--- src/rtl/stream_map_addk_pkg.sv ---
// stream_map_addk_pkg: shared FSM encoding and per-lane add/saturate helper
package stream_map_addk_pkg;

    localparam logic [1:0] S_IDLE  = 2'd0;
    localparam logic [1:0] S_RUN   = 2'd1;
    localparam logic [1:0] S_DRAIN = 2'd2;
    localparam logic [1:0] S_DONE  = 2'd3;

    // Lane values are carried zero-extended in 64 bits; w is the live lane width (1..63).
    function automatic logic [63:0] lane_add(input logic [63:0] x, input logic [63:0] a,
                                             input int w, input logic sat, input logic sgn);
        logic [64:0] s;
        logic [63:0] m, h, r;
        logic        xs, ys, rs;
        m  = (64'd1 << w) - 64'd1;
        h  = 64'd1 << (w - 1);
        s  = {1'b0, x} + {1'b0, a};
        r  = s[63:0] & m;
        xs = |(x & h);
        ys = |(a & h);
        rs = |(r & h);
        if (sat && !sgn && ((s >> w) != 65'd0))
            r = m;
        if (sat && sgn && (xs == ys) && (rs != xs))
            r = xs ? h : (m >> 1);
        return r;
    endfunction

endpackage

--- src/rtl/stream_map_stage.sv ---
// stream_map_stage: one backpressured register slice carrying data and last
module stream_map_stage #(
    parameter int W = 8
) (
    input  logic         clk,
    input  logic         rst,
    input  logic         i_valid,
    input  logic [W-1:0] i_data,
    input  logic         i_last,
    output logic         o_ready,
    output logic         o_valid,
    output logic [W-1:0] o_data,
    output logic         o_last,
    input  logic         i_ready
);

    logic         r_valid;
    logic [W-1:0] r_data;
    logic         r_last;

    assign o_ready = !r_valid || i_ready;
    assign o_valid = r_valid;
    assign o_data  = r_data;
    assign o_last  = r_last;

    // Load a new element whenever the slot is empty or being drained; otherwise hold.
    always_ff @(posedge clk) begin
        if (rst) begin
            r_valid <= 1'b0;
            r_data  <= '0;
            r_last  <= 1'b0;
        end else if (o_ready) begin
            r_valid <= i_valid;
            if (i_valid) begin
                r_data <= i_data;
                r_last <= i_last;
            end
        end
    end

endmodule

--- src/rtl/stream_map_addk.sv ---
// stream_map_addk: call-wrapped stream map adding a per-call addend to every lane
module stream_map_addk
    import stream_map_addk_pkg::*;
#(
    parameter int WIDTH  = 8,
    parameter int LANES  = 1,
    parameter int DEPTH  = 1,
    parameter int SAT    = 0,
    parameter int SIGNED = 0,
    parameter int CNT_W  = 16
) (
    input  logic                   clk,
    input  logic                   rst,
    input  logic                   in_valid,
    output logic                   in_ready,
    input  logic [WIDTH-1:0]       addend,
    output logic                   out_valid,
    input  logic                   out_ready,
    output logic [CNT_W-1:0]       count,
    input  logic [LANES*WIDTH-1:0] sIn,
    input  logic                   sIn_valid,
    input  logic                   sIn_last,
    output logic                   sIn_ready,
    output logic [LANES*WIDTH-1:0] sOut,
    output logic                   sOut_valid,
    output logic                   sOut_last,
    input  logic                   sOut_ready
);

    logic [1:0]             r_state;
    logic [WIDTH-1:0]       r_addend;
    logic [CNT_W-1:0]       r_count;
    logic [1:0]             w_next;
    logic [DEPTH:0]         w_valid, w_rdy, w_last;
    logic [LANES*WIDTH-1:0] w_data [DEPTH+1];
    logic                   w_in_hs, w_out_hs;

    assign w_valid[0]   = (r_state == S_RUN) && sIn_valid;
    assign w_last[0]    = sIn_last;
    assign w_rdy[DEPTH] = sOut_ready;
    assign sIn_ready    = (r_state == S_RUN) && w_rdy[0];
    assign w_in_hs      = sIn_valid && sIn_ready;
    assign w_out_hs     = w_valid[DEPTH] && sOut_ready;
    assign in_ready     = r_state == S_IDLE;
    assign out_valid    = r_state == S_DONE;
    assign count        = r_count;
    assign sOut         = w_data[DEPTH];
    assign sOut_valid   = w_valid[DEPTH];
    assign sOut_last    = w_last[DEPTH];

    for (genvar i = 0; i < LANES; i++) begin : g_lane
        assign w_data[0][i*WIDTH +: WIDTH] = WIDTH'(lane_add(64'(sIn[i*WIDTH +: WIDTH]), 64'(r_addend),
                                                             WIDTH, SAT != 0, SIGNED != 0));
    end

    for (genvar k = 0; k < DEPTH; k++) begin : g_stage
        stream_map_stage #(.W(LANES*WIDTH)) u_stage (
            .clk     (clk),
            .rst     (rst),
            .i_valid (w_valid[k]),
            .i_data  (w_data[k]),
            .i_last  (w_last[k]),
            .o_ready (w_rdy[k]),
            .o_valid (w_valid[k+1]),
            .o_data  (w_data[k+1]),
            .o_last  (w_last[k+1]),
            .i_ready (w_rdy[k+1])
        );
    end

    // Call sequencing: start, last input accepted, last output emitted, result consumed.
    always_comb begin
        w_next = (r_state == S_IDLE  && in_valid)              ? S_RUN   :
                 (r_state == S_RUN   && w_in_hs && sIn_last)   ? S_DRAIN :
                 (r_state == S_DRAIN && w_out_hs && sOut_last) ? S_DONE  :
                 (r_state == S_DONE  && out_ready)             ? S_IDLE  : r_state;
    end

    // State, latched addend and saturating element counter.
    always_ff @(posedge clk) begin
        if (rst) begin
            r_state  <= S_IDLE;
            r_addend <= '0;
            r_count  <= '0;
        end else begin
            r_state <= w_next;
            if (r_state == S_IDLE && in_valid) begin
                r_addend <= addend;
                r_count  <= '0;
            end else if (w_out_hs && r_count != '1) begin
                r_count <= r_count + 1'b1;
            end
        end
    end

endmodule

--- config.mk ---
export PLATFORM = sky130hd
export DESIGN_NAME = stream_map_addk
export DESIGN_NICKNAME = d
export VERILOG_FILES = /design/src/rtl/stream_map_addk_pkg.sv /design/src/rtl/stream_map_stage.sv /design/src/rtl/stream_map_addk.sv
export SDC_FILE = /design/constraint.sdc
export NUM_CORES = 1
export LEC_CHECK = 0
export ABC_AREA = 0
export ABC_CLOCK_PERIOD_IN_PS = 5200
export CELL_PAD_IN_SITES_DETAIL_PLACEMENT = 0
export CELL_PAD_IN_SITES_GLOBAL_PLACEMENT = 1
export CORE_MARGIN = 5
export CORE_UTILIZATION = 38
export DETAILED_ROUTE_END_ITERATION = 7
export GPL_ROUTABILITY_DRIVEN = 1
export GPL_TIMING_DRIVEN = 1
export HOLD_SLACK_MARGIN = 0.05
export PLACE_DENSITY_LB_ADDON = 0.1
export SLEW_MARGIN = 0
export SYNTH_ARGS = -nofsm -noshare
export SYNTH_HDL_FRONTEND = slang
export SYNTH_SLANG_ARGS = --single-unit
export TNS_END_PERCENT = 10
--- constraint.sdc ---
create_clock -name clk -period 5.2 [get_ports clk]
set_clock_uncertainty 0.15 [all_clocks]
set_input_delay 1.04 -clock clk [delete_from_list [all_inputs] [get_ports clk]]
set_output_delay 1.04 -clock clk [all_outputs]
set_load 0.005 [all_outputs]
==> Yosys cells after proc, flatten, opt, wreduce, memory -nomap -nowiden <==
Cells that the tools add are included.
{ "totals": {"register_bits": 36} }
{ "classes": {"add_sub_neg": 2, "n_eq_ne": 4, "muxes": 4, "reduce_logical": 18} }
{ "ops": {"columns": ["cell", "n"], "rows": [
  ["$add A16 B1 Y16 const B", 1],
  ["$ne A16 B16 Y1 const B", 1],
  ["$logic_and A1 B1 Y1", 11],
  ["$add A8 B8 Y8", 1],
  ["$mux W2", 3],
  ["$eq A2 B2 Y1 const B", 2],
  ["$reduce_bool A4 Y1", 1],
  ["$reduce_bool A3 Y1", 1],
  ["$eq A2 B1 Y1 const B", 1],
  ["$logic_not A2 Y1", 1],
  ["$reduce_and A2 Y1", 1],
  ["$reduce_or A2 Y1", 1],
  ["$logic_not A1 Y1", 1],
  ["$logic_or A1 B1 Y1", 1],
  ["$mux W1", 1]
]} }

==> Logic depth before layout (Yosys ltp) <==
{ "depth": {"word_depth": 8, "depth_mapped": 7, "ltp_nobuf": 7} }

==> Cells and area by module <==
Synthesis repeated with hierarchy kept, for this count alone.
{ "unflattened": {"hier_cells": 236, "area_unflattened_um2": 2057.0} }
{ "modules_own_cells": {"columns": ["mod", "n_inst", "cells_per_inst", "area_each_um2"], "rows": [
  ["stream_map_addk", 1, 191, 1586.5],
  ["stream_map_stage", 1, 45, 470.5]
]} }

==> Worst setup path before layout <==
Ideal clock, no wire load.
{ "synth_path": {"kind": "input port to output port", "start": "in sOut_ready", "end": "out sIn_ready", "t_arrival_ns": 1.396, "required_ns": 4.010, "setup_slack_ns": 2.614, "stages": 2, "path_buffers": 0, "path_cell_list": "nand2b_1 and2_1"} }
{ "synth_between": {"elab_chain_cells": 2} }
{ "synth_rtl": {"columns": ["item", "line_no", "rtl"], "rows": [
  ["start, declared", "stream_map_addk.sv:27", "input logic sOut_ready"],
  ["$logic_or A1 B1 Y1", "stream_map_stage.sv:21", "assign o_ready = !r_valid || i_ready;"],
  ["$logic_and A1 B1 Y1", "stream_map_addk.sv:41", "assign sIn_ready = (r_state == S_RUN) && w_rdy[0];"],
  ["end, declared", "stream_map_addk.sv:23", "output logic sIn_ready,"]
]} }
No other way between the ends.

==> Worst setup path in the final report <==
Same ends and word-level chain as after synthesis.

==> results.cfg <==
[place]
dp_hpwl_mm = 3.55
portBuffers = 51
place_area_um2 = 2500
place_congestion = 0.779
dp_worst_setup_slack_ps = 1590

[clock_network]
cts_root_buf = clkbuf_8
cts_setup_buffers = 0
htree_levels = 2
cts.sinks = 36
clock_latency_ps = 290
cts_hold_buf = 0
cts_tree = done
cts_buffers = 5
ctsLongestPathBuffers = 2
path_clk_slew_ps = 70
cts_resized = 0

[sta]
worst_pin_slew_ps = 1020
finalWorstSetupSlack_ps = 1590
hold_viol = 0
fin_crit_ps = 3610
fmax_mhz = 277
finalMaxSlewViolations = 0
post-route-period-util = 0.693
finalSetupViolations = 0
rsz0062_at_grt = false
maxSlewHeadroom = 0.322
finalSetupTns_ps = 0

[power]
switching_power_uw = 154
vdd_drop_max_mv = 0.114
p_clk_frac = 0.353
internal_power_uw = 438
p_leak_nw = 0.889
combPwrFrac = 0.155
power_density_nw_per_um2 = 228
seqPwrFrac = 0.493
switching_share = 0.260

[logic_synthesis]
ys.flop_type = dfxtp_1
ys_warn_count = 0
synthXorXnorAreaFrac = 0.0136
netlist_area_um2 = 1930
synth_fp_nets = 261
ys_seq_elements = 36
synth-simple-area-share = 0.277
synthAdderAreaFrac = 0.0624
synthDistinctLibCells = 49
async_flop_share = 0
synth-compound-area-share = 0.228
synth_top_family_by_area = simple AND/OR/NAND/NOR gates
yosysTopAreaCell = dfxtp_1
yosysSeqAreaShare = 0.374
synth_top_area_frac = 0.374
avgSynthCellArea_um2 = 8.41
synth_edf_count = 0
synth.area.mux_share = 0.0104
synthCells = 229
synth_area_leaders = dfxtp_1, a21oi_1, nand2_1, ha_1, nor2_1

[finish]
mostFrequentLayoutCell = clkdlybuf4s50_1
syn2layout_area_growth_pct = 34.6
diodes = 0
final_cell_mix = clkdlybuf4s50_1, dfxtp_1, nand2_1
postLayoutCellArea_um2 = 2590
drive_gt1_frac = 0.0603
fill_cells = 510
final_nets = 313

[global_routing]
grt_pass1_wl_mm = 8.07
grt_use_total = 0.157
overflow = 0
grt_max_degree = 28
grt_pass1_vias = 1690
grt_antenna_before_repair = 0

[die]
die_width_um = 81.2
coreArea_um2 = 5010
dieArea_um2 = 6590
die_y_um = 81.2
boundaryPins = 52
row_count = 26
start_util = 0.384

[drt]
wl_mm = 4.78
vias = 1808
drc_errors = 0
drtIter0Drc = 34
ant_nets = 0
first_pass_iters = 4
wire_per_inst_um = 13.6
vias_per_cell = 5.14

[worst_setup_path]
cp-startpoint = sOut_ready
crit_top_cell = clkdlybuf4s50_1
reg2reg_from = count[0]
end_kind = output pin
path_class = primary input to output pin
cp_cell_sequence = clkdlybuf4s50_1 -> nand2b_1 -> and2_1 -> clkdlybuf4s50_1
cp_slowest_cell = clkdlybuf4s50_1
critPathMaxStageDelay_ps = 500
start_kind = primary input
required_ps = 4010
worst-path-max-fanout = 6
crit_arrival_ps = 2420

[hold_path]
min_from = g_stage[0].u_stage.o_data[2]
hp-class = flip-flop to flip-flop

[outcome]
status = finished, final reports clean

[job]
max_cap_viol_count = 0
## sequential cells by signal, indices dropped and copies added (netlist names)
register and cells:
g_stage.u_stage.o_valid 1, r_state 2, count 16, g_stage.u_stage.o_last 1
r_addend 8, g_stage.u_stage.o_data 8
## cells in the mapped netlist, types with 2 or more instances
cell type	n
and2_1	3
nand2_1	33
a21oi_1	29
nor2_1	12
nor2b_1	2
nand4_1	6
xnor2_1	2
mux2i_1	2
nor3_1	2
o21ai_0	8
or4_1	5
clkbuf_1	5
ha_1	8
a211oi_1	2
o41ai_1	2
and3_1	4
dfxtp_1	36
and4_1	2
o21ai_1	5
o21a_1	3
nand3_1	8
a21oi_2	3
o31ai_1	6
inv_1	7
or3_1	7
nor3b_1	4
## kinds of logic after synthesis
kind of cell,after synthesis
DFF,36
xor gates and xnor gates,3
buffers and inverters,15
and+or+nand+nor,96
adders and majority gates,9
muxes,2
AOI/OAI and AO/OA,68
## through the flow
step | utilization | std cells | power (mW) | hold WS [ps]
after floorplan | - | 229 | 0.347 | 290
after global placement | 0.499 | 344 | 0.391 | 289
after detailed placement | 0.499 | 344 | 0.390 | 296
after CTS | 0.517 | 352 | 0.601 | 307
after global routing | 0.517 | 352 | 0.625 | 332
final | 0.517 | 352 | 0.592 | 300
## worst max-delay path, delay by kind of cell
kind,cells,cell delay (ps)
buffers and inverters,2,990
and+or+nand+nor,2,380
## final cells by class
class / instances / area, um2 / area share
clock inverters: 2 / 10.0 / 0.00386
multi-input cells: 178 / 1140 / 0.440
flip-flops and latches: 36 / 721 / 0.278
inverters: 7 / 26.3 / 0.0101
repair buffers: 53 / 526 / 0.203
well taps: 70 / 87.6 / 0.0338
clock buffers: 6 / 82.6 / 0.0319
## per-layer routing
layer	GRT usage	wire [um]	vias to the layer above
met1	0.221	2490	817
li1	-	-	951
met3	0.0399	226	5
met2	0.235	2000	35
met4	0.0507	58	0
met5	0	0	-
## worst paths after layout
path                            slack, ps  cells past startpoint                      endpoint
worst max-delay path                 1590                      4                     sIn_ready
worst min-delay path                  300                      2  g_stage[0].u_stage.o_data[2]
worst max register to register       2860                      5                      count[7]
worst min register to register        300                      2  g_stage[0].u_stage.o_data[2]
## power groups by stage
stage / Clock, mW / Sequential (mW) / Combinational, mW
floorplan: 0 / 0.297 / 0.0498
global placement: 0 / 0.298 / 0.0928
detailed placement: 0 / 0.298 / 0.0921
CTS: 0.216 / 0.292 / 0.0930
global route: 0.229 / 0.293 / 0.103
finish: 0.209 / 0.292 / 0.0916
Power figures use the tool's default switching activity.
